==> src/rtl/hazard_controller.sv <==
// -----------------------------------------------------------------------------
// hazard_controller
//   Hazard sequencer for the 5-stage 16-bit pipeline. It detects load-use and
//   branch-operand hazards in decode, stalls the front end (PC hold,
//   FetchDecode hold, Decode/Execute bubble) and flushes FetchDecode on a
//   taken branch. It also produces the execute-stage ALU forwarding selects
//   and keeps saturating stall/flush counters for performance debug.
//
// Ports
//   clk                        system clock, rising edge
//   reset                      asynchronous active-low reset
//   dec_valid                  decode stage holds a real instruction
//   dec_rs1/dec_rs2            decode source registers
//   dec_uses_rs1/dec_uses_rs2  decode instruction reads that source
//   dec_is_branch              decode instruction is a conditional branch
//   branch_taken               decode comparator result
//   ex_rs1/ex_rs2/ex_rd        execute source/destination registers
//   ex_we/ex_is_load           execute write-enable / load flag
//   mem_rd/mem_we/mem_is_load  memory-stage destination, write-enable, load
//   wb_rd/wb_we                writeback destination and write-enable
//   halt_req                   freeze the front end
//   pc_hold/fd_hold            PC / FetchDecode register keep their value
//   fd_flush                   FetchDecode loads a nop
//   de_bubble                  zero control signals into Decode/Execute
//   pc_sel                     1 = branch target, 0 = PC+1
//   fwd_a/fwd_b                00 regfile, 01 memory ALU result, 10 wb data
//   halted                     FSM is in HALT
//   stall_count/flush_count    saturating performance counters
// -----------------------------------------------------------------------------
module hazard_controller #(
  parameter int REG_W             = 4,
  parameter int LOAD_STALL_CYCLES = 1,
  parameter int CNT_W             = 16
) (
  input  logic             clk,
  input  logic             reset,
  input  logic             dec_valid,
  input  logic [REG_W-1:0] dec_rs1,
  input  logic [REG_W-1:0] dec_rs2,
  input  logic             dec_uses_rs1,
  input  logic             dec_uses_rs2,
  input  logic             dec_is_branch,
  input  logic             branch_taken,
  input  logic [REG_W-1:0] ex_rs1,
  input  logic [REG_W-1:0] ex_rs2,
  input  logic [REG_W-1:0] ex_rd,
  input  logic             ex_we,
  input  logic             ex_is_load,
  input  logic [REG_W-1:0] mem_rd,
  input  logic             mem_we,
  input  logic             mem_is_load,
  input  logic [REG_W-1:0] wb_rd,
  input  logic             wb_we,
  input  logic             halt_req,
  output logic             pc_hold,
  output logic             fd_hold,
  output logic             fd_flush,
  output logic             de_bubble,
  output logic             pc_sel,
  output logic [1:0]       fwd_a,
  output logic [1:0]       fwd_b,
  output logic             halted,
  output logic [CNT_W-1:0] stall_count,
  output logic [CNT_W-1:0] flush_count
);

  typedef enum logic [1:0] {
    RUN        = 2'd0,
    LOAD_STALL = 2'd1,
    HALT       = 2'd2
  } state_t;

  // Remaining stall cycles after the first one, which is spent in RUN.
  localparam logic [3:0] LS_INIT = 4'(LOAD_STALL_CYCLES - 1);

  state_t           r_state;
  state_t           w_state_next;
  logic [3:0]       r_cnt;
  logic [3:0]       w_cnt_next;
  logic [CNT_W-1:0] r_stall_count;
  logic [CNT_W-1:0] r_flush_count;

  logic             w_match_ex;
  logic             w_match_mem;
  logic             w_load_use;
  logic             w_br_dep;
  logic             w_br_taken;
  logic             w_hold;
  logic             w_flush;
  logic [1:0]       w_fwd_a;
  logic [1:0]       w_fwd_b;

  // Decode source-register matches against the execute and memory
  // destinations; dec_valid gates every detection so bubbles never stall.
  assign w_match_ex  = dec_valid &
                       ((dec_uses_rs1 & (dec_rs1 == ex_rd)) |
                        (dec_uses_rs2 & (dec_rs2 == ex_rd)));
  assign w_match_mem = dec_valid &
                       ((dec_uses_rs1 & (dec_rs1 == mem_rd)) |
                        (dec_uses_rs2 & (dec_rs2 == mem_rd)));

  assign w_load_use = ex_is_load & ex_we & w_match_ex;

  // The branch comparator sits in decode, so it needs operands that cannot
  // be forwarded in time: any execute result or a load still in memory.
  assign w_br_dep   = dec_valid & dec_is_branch &
                      ((ex_we & w_match_ex) |
                       (mem_is_load & mem_we & w_match_mem));
  assign w_br_taken = dec_valid & dec_is_branch & branch_taken;

  // Next-state and front-end control. Control is decided in the same cycle
  // the hazard is seen, so it is a Mealy function of state and detection.
  // A flush is only ever produced when no hold is active.
  always_comb begin
    w_state_next = r_state;
    w_cnt_next   = r_cnt;
    w_hold       = 1'b0;
    w_flush      = 1'b0;
    case (r_state)
      RUN: begin
        if (halt_req) begin
          w_hold       = 1'b1;
          w_state_next = HALT;
        end else if (w_load_use) begin
          w_hold = 1'b1;
          if (LOAD_STALL_CYCLES > 1) begin
            w_cnt_next   = LS_INIT;
            w_state_next = LOAD_STALL;
          end
        end else if (w_br_dep) begin
          w_hold = 1'b1;
        end else if (w_br_taken) begin
          w_flush = 1'b1;
        end
      end
      LOAD_STALL: begin
        w_hold = 1'b1;
        if (halt_req) begin
          w_cnt_next   = 4'd0;
          w_state_next = HALT;
        end else begin
          w_cnt_next = r_cnt - 4'd1;
          if (r_cnt <= 4'd1) begin
            w_state_next = RUN;
          end
        end
      end
      HALT: begin
        w_hold = 1'b1;
        if (!halt_req) begin
          w_state_next = RUN;
        end
      end
      default: begin
        w_state_next = RUN;
        w_cnt_next   = 4'd0;
      end
    endcase
  end

  // Forwarding for the execute stage. A load in memory has no ALU result
  // to forward yet, so only non-load memory-stage writers qualify.
  always_comb begin
    w_fwd_a = 2'b00;
    w_fwd_b = 2'b00;
    if (mem_we & ~mem_is_load & (mem_rd == ex_rs1)) begin
      w_fwd_a = 2'b01;
    end else if (wb_we & (wb_rd == ex_rs1)) begin
      w_fwd_a = 2'b10;
    end
    if (mem_we & ~mem_is_load & (mem_rd == ex_rs2)) begin
      w_fwd_b = 2'b01;
    end else if (wb_we & (wb_rd == ex_rs2)) begin
      w_fwd_b = 2'b10;
    end
  end

  // State, stall counter and saturating performance counters. Stalls spent
  // in HALT are not hazard stalls and are excluded from stall_count.
  always_ff @(posedge clk or negedge reset) begin
    if (!reset) begin
      r_state       <= RUN;
      r_cnt         <= 4'd0;
      r_stall_count <= '0;
      r_flush_count <= '0;
    end else begin
      r_state <= w_state_next;
      r_cnt   <= w_cnt_next;
      if (w_hold && (r_state != HALT) && (r_stall_count != {CNT_W{1'b1}})) begin
        r_stall_count <= r_stall_count + CNT_W'(1);
      end
      if (w_flush && (r_flush_count != {CNT_W{1'b1}})) begin
        r_flush_count <= r_flush_count + CNT_W'(1);
      end
    end
  end

  // Outputs are gated by the reset pin so an asserted reset drops them
  // immediately, even mid-stall, without waiting for a clock edge.
  assign pc_hold     = reset & w_hold;
  assign fd_hold     = reset & w_hold;
  assign de_bubble   = reset & w_hold;
  assign fd_flush    = reset & w_flush;
  assign pc_sel      = reset & w_flush;
  assign halted      = reset & (r_state == HALT);
  assign fwd_a       = reset ? w_fwd_a : 2'b00;
  assign fwd_b       = reset ? w_fwd_b : 2'b00;
  assign stall_count = r_stall_count;
  assign flush_count = r_flush_count;

endmodule
==> config.mk <==
export PLATFORM = sky130hd
export DESIGN_NAME = hazard_controller
export DESIGN_NICKNAME = d
export VERILOG_FILES = /design/src/rtl/hazard_controller.sv
export SDC_FILE = /design/constraint.sdc
export NUM_CORES = 1
export LEC_CHECK = 0
export BUFFER_PORTS_ARGS = -buffer_cell sky130_fd_sc_hd__buf_2
export CAP_MARGIN = 30
export CORE_MARGIN = 2
export CORE_UTILIZATION = 49
export CTS_CLUSTER_DIAMETER = 150
export DETAILED_ROUTE_END_ITERATION = 10
export HOLD_SLACK_MARGIN = 0.03
export PLACE_DENSITY = 0.88
export SYNTH_ARGS = -nofsm -noshare
export SYNTH_HDL_FRONTEND = slang
export SYNTH_SLANG_ARGS = --single-unit
==> constraint.sdc <==
create_clock -name clk -period 2.7 [get_ports clk]
set_input_delay 0.405 -clock clk [delete_from_list [all_inputs] [get_ports clk]]
set_output_delay 0.405 -clock clk [all_outputs]
set_load 0.05 [all_outputs]
==> results_dict.tcl, run 1 <==
set metrics [dict create \
    routabilityCongestion 0.829 \
    cpMostUsedCell "buf_2" \
    grt_pass1_wl_um 8510 \
    routed_wl_um 5120 \
    grt_max_degree 18 \
    ant_nets 0 \
    drv_cap 0 \
    grt_use_total_pct 21.4 \
    diodes 0 \
    synth_area_leader_cell "dfrtp_1" \
    num_rows 24 \
    dieArea_um2 5010 \
    drive_above_1_share_pct 35.0 \
    die_w_um 70.8 \
    first_pass_iters 4 \
    worstMarginPinSlew_ns 0.708 \
    postSynthCellCount 224 \
    yosysSeqAreaShare_pct 37.8 \
    htree_levels 2 \
    synth_edf_count 0 \
    wl_met2_um 2630 \
    core-area_um2 4320 \
    cts-root-buf "clkbuf_8" \
    path_clk_slew_ns 0.06 \
    ys_async_sr_fraction_pct 100 \
    grt_overflow 0 \
    clock_skew_ns 0.00646 \
    crit_type "in2out" \
    pre_cts_slack_ns 0.113 \
    rsz0062_at_grt "false" \
    start_util_pct 50.5 \
    area_delta_synth_final_pct 25.9 \
    avgSynthCellArea_um2 9.76 \
    cts_buffer_depth 2 \
    numCtsBuffers 5 \
    vdd_drop_max_v 0.000263 \
    finalMaxSlewViolations 0 \
    finalCritPeriodShare_pct 96.0 \
    grt_pass1_vias 1947 \
    min_path_type "in2reg" \
    dr_wl_met3_um 356 \
    finalCriticalPeriod_ns 2.59 \
    cts.repair.resized 0 \
    tns_ns 0 \
    numPortBuffers 82 \
    p_leak_nw 1.26 \
    syn_area_um2 2190 \
    cp_top_family "compound AO/OA/AOI/OAI gates" \
    drt-met1-wl_um 2050 \
    dp_hpwl_um 4120 \
    crit_required_ns 2.30 \
    final-hold-violation-count 0 \
    wl_per_cell_um 14.2 \
    slowest_delay_ns 0.62 \
    drc_errors 0 \
    antenna_found_initial 0 \
    fin_util_pct 63.7 \
    yosys_warnings 0 \
    critical_path_buf_inv_count 2 \
    fmax_mhz 386 \
    ys_ff_latch 33 \
    yosysTopAreaCellShare_pct 37.8 \
    layout_common_cells "buf_2, xnor2_1, dfrtp_1, xor2_1, nand4_1" \
    endpoint_kind "output pin" \
    ys.flop_type "dfrtp_1" \
    topRoutingLayerUsed "met4" \
    cpMaxStageDelayCell "o31ai_4" \
    clkLatencyLatePin_ns 0.29 \
    cts.sinks 33 \
    cts_tree "yes" \
    die_h_um 70.8 \
    setup_viol 0 \
    ios 83 \
    synth_fp_nets 267 \
    critPathArrivalTime_ns 2.19 \
    routed-via-count 2011 \
    synthDistinctLibCells 38 \
    setup.worst_path.start_class "input pin" \
    status "completed" \
    layout.nets 351 \
    power_density_nw_per_um2 615 \
    synthTopCellsByArea "dfrtp_1, xnor2_1, xor2_1" \
    layout_commonest_cell "buf_2" \
    crit_chain "buf_2 > xor2_1 > nor4_2 > and3_4 > o31ai_4 > and3_1 > buf_2" \
    viasPerCell 5.57 \
    max-slew-margin-rel_pct 52.8 \
    drtIter0Drc 79 \
    path_max_fanout 15 \
    fin_ws_ns 0.107 \
]
through the flow:
stage                     std cells  hold WS [ns]  instance area, um2  total power [W]
after global placement          352         0.299                2640          0.00128
after CTS                       361         0.284                2750          0.00171
after floorplan                 224         0.109                2190          0.00111
after detailed placement        352         0.303                2640          0.00129
final                           361         0.293                2750          0.00169
after global routing            361         0.294                2750          0.00178
cells in the mapped netlist, types with 2 or more instances:
cell type  instances
clkbuf_1           5
buf_4              3
nand2_1           15
xor2_1            22
and4_1             3
dfrtp_1           33
nor3_1             6
a2111oi_2          3
a211oi_1           7
nand3_1           15
ha_1               2
or2_2              2
nor4_1             4
and3_1             5
nand4_1           17
a21oi_1            2
or3_1              3
xnor2_1           39
inv_1              6
and2_1             7
o21ai_0            2
mux2_2             2
nor2_1             6
kinds of logic (layout without fill, tap and decap cells):
| logic type | count (synthesis) | count (layout) | share of synthesized area (%) |
|---|---|---|---|
| simple gates | 88 | 88 | 22.8 |
| xor+xnor | 62 | 62 | 25.2 |
| flops | 33 | 33 | 37.8 |
| compound gates | 22 | 22 | 8.87 |
| buf+inv | 15 | 100 | 3.15 |
| fa+ha+maj | 2 | 2 | 1.14 |
| mux | 2 | 2 | 1.03 |
power by group:
part,switching (W),internal (W),total [W]
registers,0.0000962,0.000568,0.000665
clock network,0.000179,0.000230,0.000409
logic,0.000435,0.000183,0.000619
path summary, 6_finish.rpt:
check,startpoint,end,slack (ns),depth (start not counted)
max,mem_rd[3],pc_sel,0.11,7
min,halt_req,r_state[1]$_DFFE_PN0P_,0.29,1
max reg2reg,flush_count[0]$_DFFE_PN0P_,flush_count[1]$_DFFE_PN0P_,0.43,7
min reg2reg,stall_count[14]$_DFFE_PN0P_,stall_count[14]$_DFFE_PN0P_,0.49,1
max in group asynchronous,reset,stall_count[0]$_DFFE_PN0P_,1.44,4
min in group asynchronous,reset,flush_count[0]$_DFFE_PN0P_,0.53,2
flip-flops by register name (all words and copies together), names as in the netlist:
signal,cells
r_state,1
stall_count,16
flush_count,16
repair_timing:
| action | 4_1_cts | 5_1_grt |
|---|---|---|
| setup buffers | 0 | 0 |
| hold buffers | 1 | 0 |
| setup endpoints to repair | 0 | 0 |
| endpoints found under the hold margin | 10 | 0 |
worst register-to-register path: cells and delay by family, from the launching register on:
family | cells | cell delay [ns]
adder cells (fa/ha/maj) | 1 | 0.18
multiplexers | 1 | 0.33
AND/OR/NAND/NOR | 5 | 1.21
flip-flops | 1 | 0.43
final cells by class:
type,count,area [um2]
Clock buffer,7,96.3
Inverter,6,22.5
Fill cell,358,1570
Tap cell,52,65.1
Sequential cell,33,826
Multi-Input combinational cell,176,1290
Timing Repair Buffer,86,443
Clock inverter,1,5.00
routing by layer:
metal	track usage, %	up-vias
met5	0	-
met4	7.97	0
met3	5.98	8
met2	38.8	100
met1	23.7	933
li1	-	970
Note: power is estimated with default switching activity, not from simulation.
==> run 2, diff against run 1 <==
--- a/config.mk
+++ b/config.mk
@@ -7,6 +7,7 @@
 export LEC_CHECK = 0
 export BUFFER_PORTS_ARGS = -buffer_cell sky130_fd_sc_hd__buf_2
 export CAP_MARGIN = 30
+export CORE_ASPECT_RATIO = 1.2
 export CORE_MARGIN = 2
 export CORE_UTILIZATION = 49
 export CTS_CLUSTER_DIAMETER = 150
==> results_dict.tcl, run 2 (same netlist as run 1, synthesis figures left out) <==
set metrics [dict create \
    status "completed" \
    layout.nets 354 \
    worstMarginPinSlew_ns 0.469 \
    vdd_drop_max_v 0.000284 \
    numCtsBuffers 5 \
    crit_required_ns 2.30 \
    clkLatencyLatePin_ns 0.28 \
    layout_commonest_cell "buf_2" \
    area_delta_synth_final_pct 26.5 \
    grt_overflow 0 \
    diodes 0 \
    die_w_um 65.0 \
    die_h_um 77.2 \
    final-hold-violation-count 0 \
    routed_wl_um 5550 \
    routabilityCongestion 0.842 \
    setup_viol 0 \
    clock_skew_ns 0.00996 \
    report.power.total_w 0.00167 \
    tns_ns 0 \
    dieArea_um2 5010 \
    critical_path_buf_inv_count 3 \
    routed-via-count 2020 \
    setup.worst_path.start_class "input pin" \
    endpoint_kind "output pin" \
    finalCritPeriodShare_pct 90.7 \
    cpMaxStageDelayCell "nor4_2" \
    cp_top_family "simple AND/OR/NAND/NOR gates" \
    start_util_pct 51.3 \
    grt_use_total_pct 23.0 \
    first_pass_iters 4 \
    finalCriticalPeriod_ns 2.45 \
    ant_nets 0 \
    ios 83 \
    finalMaxSlewViolations 0 \
    p_leak_nw 1.27 \
    path_max_fanout 9 \
    grt_pass1_vias 2075 \
    path_clk_slew_ns 0.07 \
    grt_max_degree 17 \
    crit_chain "buf_2 > xor2_1 > nor4_2 > and3_4 > o31ai_4 > buf_4 > a21boi_2 > buf_2" \
    rsz0062_at_grt "false" \
    viasPerCell 5.50 \
    wl_per_cell_um 15.1 \
    numPortBuffers 82 \
    cts.repair.resized 0 \
    slowest_delay_ns 0.34 \
    grt_pass1_wl_um 9050 \
    cts_tree "yes" \
    dp_hpwl_um 4310 \
    antenna_found_initial 0 \
    fmax_mhz 408 \
    cts-root-buf "clkbuf_8" \
    core-area_um2 4260 \
    drv_cap 0 \
    min_path_type "in2reg" \
    drtIter0Drc 140 \
    cts.sinks 33 \
    cts_buffer_depth 2 \
    drive_above_1_share_pct 35.0 \
    cpMostUsedCell "buf_2" \
    power_density_nw_per_um2 603 \
    max-slew-margin-rel_pct 68.5 \
    crit_type "in2out" \
    critPathArrivalTime_ns 2.04 \
    htree_levels 2 \
    num_rows 26 \
    layout_common_cells "buf_2, xnor2_1, dfrtp_1, xor2_1, nand4_1" \
    drc_errors 0 \
]
## run 2: changes by cell type in the layout (fill, tap and decap cells not counted)
cell      previous run  this run
clkbuf_8             7         6
clkbuf_1             0         1
buf_4                3         6
clkinv_2             1         0
## run 2: final cells by class
type,count,area [um2]
clock buffer,7,86.3
tap,56,70.1
sequential,33,826
inverter,6,22.5
multi-input combinational,176,1290
fill,365,1500
timing repair buffer,89,465
## run 2: per-layer routing
metal / vias to the layer above / track usage, % / part of all wire [%]
met4: 0 / 13.0 / 3.6
met1: 944 / 25.4 / 38
met2: 94 / 41.1 / 52
met3: 14 / 3.52 / 6.4
met5: - / 0 / 0
li1: 968 / - / -
## run 2: worst register-to-register path, stage by stage, from the launching register on
cell	delay, ns
dfrtp_1	0.42
ha_1	0.18
and3_1	0.25
nand4_1	0.15
or2_2	0.32
and4_1	0.33
nand2_1	0.17
mux2_2	0.34
## run 2: through the flow
step                      hold slack [ns]  util, %  cells  setup slack [ns]  area [um2]
after floorplan                     0.109        -    224            0.0776        2190
after global placement              0.309     62.1    356             0.171        2650
after detailed placement            0.315     62.1    356             0.118        2650
after CTS                           0.296     64.4    364             0.109        2740
after global routing                0.296     64.9    367             0.150        2770
final                               0.310     64.9    367             0.250        2770
## run 2: path summary, 6_finish.rpt
path / start / endpoint / slack, ns / depth (start not counted)
max in group asynchronous: reset / flush_count[13]$_DFFE_PN0P_ / 1.38 / 4
setup reg to reg: flush_count[0]$_DFFE_PN0P_ / flush_count[1]$_DFFE_PN0P_ / 0.43 / 7
setup / recovery: mem_rd[2] / pc_hold / 0.25 / 8
hold / removal: halt_req / r_state[1]$_DFFE_PN0P_ / 0.31 / 1
min in group asynchronous: reset / flush_count[0]$_DFFE_PN0P_ / 0.56 / 2
hold reg to reg: flush_count[10]$_DFFE_PN0P_ / flush_count[10]$_DFFE_PN0P_ / 0.49 / 1
## run 2: repair_timing
action,in CTS,in global routing
buffers inserted,0,3
setup endpoints to repair,0,2
hold buffers,1,0
hold endpoints to repair,8,0
## run 2: where the power goes
group | switching [W] | internal (W)
Clock | 0.000174 | 0.000202
Sequential | 0.0000953 | 0.000568
Combinational | 0.000442 | 0.000184
==> run 3, diff against run 2 <==
--- a/config.mk
+++ b/config.mk
@@ -8,12 +8,11 @@
 export BUFFER_PORTS_ARGS = -buffer_cell sky130_fd_sc_hd__buf_2
 export CAP_MARGIN = 30
 export CORE_ASPECT_RATIO = 1.2
-export CORE_MARGIN = 2
 export CORE_UTILIZATION = 49
 export CTS_CLUSTER_DIAMETER = 150
 export DETAILED_ROUTE_END_ITERATION = 10
 export HOLD_SLACK_MARGIN = 0.03
-export PLACE_DENSITY = 0.88
+export PLACE_DENSITY = 0.91
 export SYNTH_ARGS = -nofsm -noshare
 export SYNTH_HDL_FRONTEND = slang
 export SYNTH_SLANG_ARGS = --single-unit
==> results_dict.tcl, run 3 (same netlist as run 1, synthesis figures left out) <==
set metrics [dict create \
    internal_power_w 0.000920 \
    rsz0062_at_grt "false" \
    vdd_drop_max_v 0.000397 \
    critical_path_buf_inv_count 2 \
    cts-root-buf "clkbuf_8" \
    layout.nets 350 \
    path_clk_slew_ns 0.07 \
    cts_buffer_depth 2 \
    power_density_nw_per_um2 599 \
    seq_area_um2 826 \
    startpoint "mem_rd[3]" \
    routed_wl_um 5030 \
    cp.depth 7 \
    crit_required_ns 2.30 \
    tns_ns 0 \
    diodes 0 \
    endpoint "pc_sel" \
    critPathArrivalTime_ns 2.18 \
    setup.worst_path.start_class "input pin" \
    clock_skew_ns 0.00598 \
    endpoint_kind "output pin" \
    slowest_delay_ns 0.61 \
    wl_per_cell_um 13.9 \
    p_comb_share_pct 37.9 \
    die_w_um 63.0 \
    viasPerCell 5.49 \
    die_h_um 75.2 \
    r2r-end "flush_count[1]$_DFFE_PN0P_" \
    ant_nets 0 \
    finalCriticalPeriod_ns 2.58 \
    routed-via-count 1989 \
    cts.repair.resized 0 \
    p_leak_nw 1.24 \
    status "completed" \
    drtIter0Drc 84 \
    drive_above_1_share_pct 34.6 \
    first_pass_iters 4 \
    p_sw_w 0.000708 \
    cpMostUsedCell "buf_2" \
    grt_max_degree 21 \
    start_util_pct 51.3 \
    grt_pass1_wl_um 8170 \
    ios 83 \
    cts_tree "yes" \
    grt_overflow 0 \
    max-slew-margin-rel_pct 53.5 \
    finalCritPeriodShare_pct 95.6 \
    setup_viol 0 \
    htree_levels 2 \
    postCtsSetupBuffers 0 \
    nFillCells 377 \
    layout_common_cells "buf_2, xnor2_1, dfrtp_1, xor2_1, nand4_1" \
    num_rows 26 \
    crit_type "in2out" \
    min_path_type "in2async" \
    swShare_pct 43.5 \
    path_max_fanout 15 \
    cpMaxStageDelayCell "o31ai_4" \
    fmax_mhz 387 \
    cp_top_family "compound AO/OA/AOI/OAI gates" \
    numPortBuffers 82 \
    clkLatencyLatePin_ns 0.29 \
    numCtsBuffers 5 \
    area_delta_synth_final_pct 24.4 \
    drc_errors 0 \
    p_clk_share_pct 21.1 \
    dp_hpwl_um 4070 \
    worstMarginPinSlew_ns 0.697 \
    crit_chain "buf_2 > xor2_1 > nor4_2 > and3_4 > o31ai_4 > and3_1 > buf_2" \
    pwr-share-seq_pct 41.0 \
    layout_commonest_cell "buf_2" \
    worst_hold_slack_ns 0.0262 \
    routabilityCongestion 0.838 \
    multi_input_area_um2 1290 \
    finalNonFillerCells 362 \
    place_inst 356 \
    finalMaxSlewViolations 0 \
    antenna_found_initial 0 \
    worstReg2RegStart "flush_count[0]$_DFFE_PN0P_" \
    grt_pass1_vias 1977 \
    drv_cap 0 \
    final-hold-violation-count 0 \
    postCtsHoldBufs 0 \
    reg2reg_depth 7 \
    grt_use_total_pct 22.4 \
    core-area_um2 4260 \
    dieArea_um2 4730 \
    rrSetupSlack_ns 0.44 \
    cts.sinks 33 \
]
==> run 3: cell count changes in the layout (fill, tap and decap cells not counted) <==
| cell | previous run | this run |
|---|---|---|
| clkbuf_8 | 6 | 5 |
| clkinv_2 | 0 | 1 |
| clkbuf_1 | 1 | 0 |
| dlygate4sd3_1 | 1 | 0 |
| buf_4 | 6 | 3 |
==> run 3: power by group through the flow <==
| stage | registers (W) | clock network (W) | logic [W] |
|---|---|---|---|
| global route | 0.000677 | 0.000366 | 0.000667 |
| floorplan | 0.000914 | 0 | 0.000196 |
| detailed placement | 0.000673 | 0 | 0.000621 |
| CTS | 0.000664 | 0.000348 | 0.000622 |
| global placement | 0.000670 | 0 | 0.000609 |
| finish | 0.000667 | 0.000344 | 0.000616 |
==> run 3: how the worst min path moves through the flow <==
stage	from	to	depth (start not counted)
floorplan	reset	flush_count[0]$_DFFE_PN0P_	0
global placement	reset	flush_count[15]$_DFFE_PN0P_	1
detailed placement	reset	flush_count[15]$_DFFE_PN0P_	1
CTS	reset	flush_count[15]$_DFFE_PN0P_	1
global route	reset	flush_count[15]$_DFFE_PN0P_	1
finish	reset	flush_count[15]$_DFFE_PN0P_	1
==> run 3: worst reg2reg max path, stage by stage, from the launching register on <==
cell and delay (ns):
dfrtp_1 0.42, ha_1 0.18, and3_1 0.25, nand4_1 0.15, or2_2 0.31, and4_1 0.33, nand2_1 0.16, mux2_2 0.34
==> run 3: metal layers <==
| metal | track usage (%) | share of wire [%] | vias to the layer above | wire length (um) |
|---|---|---|---|---|
| met5 | 0 | 0 | - | 0 |
| met4 | 10.1 | 1.7 | 0 | 88 |
| met3 | 3.94 | 5.0 | 7 | 250 |
| met2 | 43.1 | 52 | 76 | 2630 |
| met1 | 24.0 | 41 | 946 | 2070 |
| li1 | - | - | 960 | - |
==> run 3: layout make-up <==
| class | instances | area share, % |
|---|---|---|
| clock inverter | 1 | 0.184 |
| inverter | 6 | 0.828 |
| multi-input combinational | 176 | 47.6 |
| clock buffer | 5 | 2.53 |
| tap | 56 | 2.58 |
| timing repair buffer | 85 | 15.9 |
| sequential | 33 | 30.4 |
==> run 3: per-stage QoR <==
step	worst slack [ns]	instance area (um2)	util [%]	total power, W
2_1_floorplan	0.0776	2190	-	0.00111
3_3_place_gp	0.167	2650	62.1	0.00128
3_5_place_dp	0.106	2650	62.1	0.00129
4_1_cts	0.112	2720	63.8	0.00163
5_1_grt	0.0212	2720	63.8	0.00171
6_report	0.119	2720	63.8	0.00163
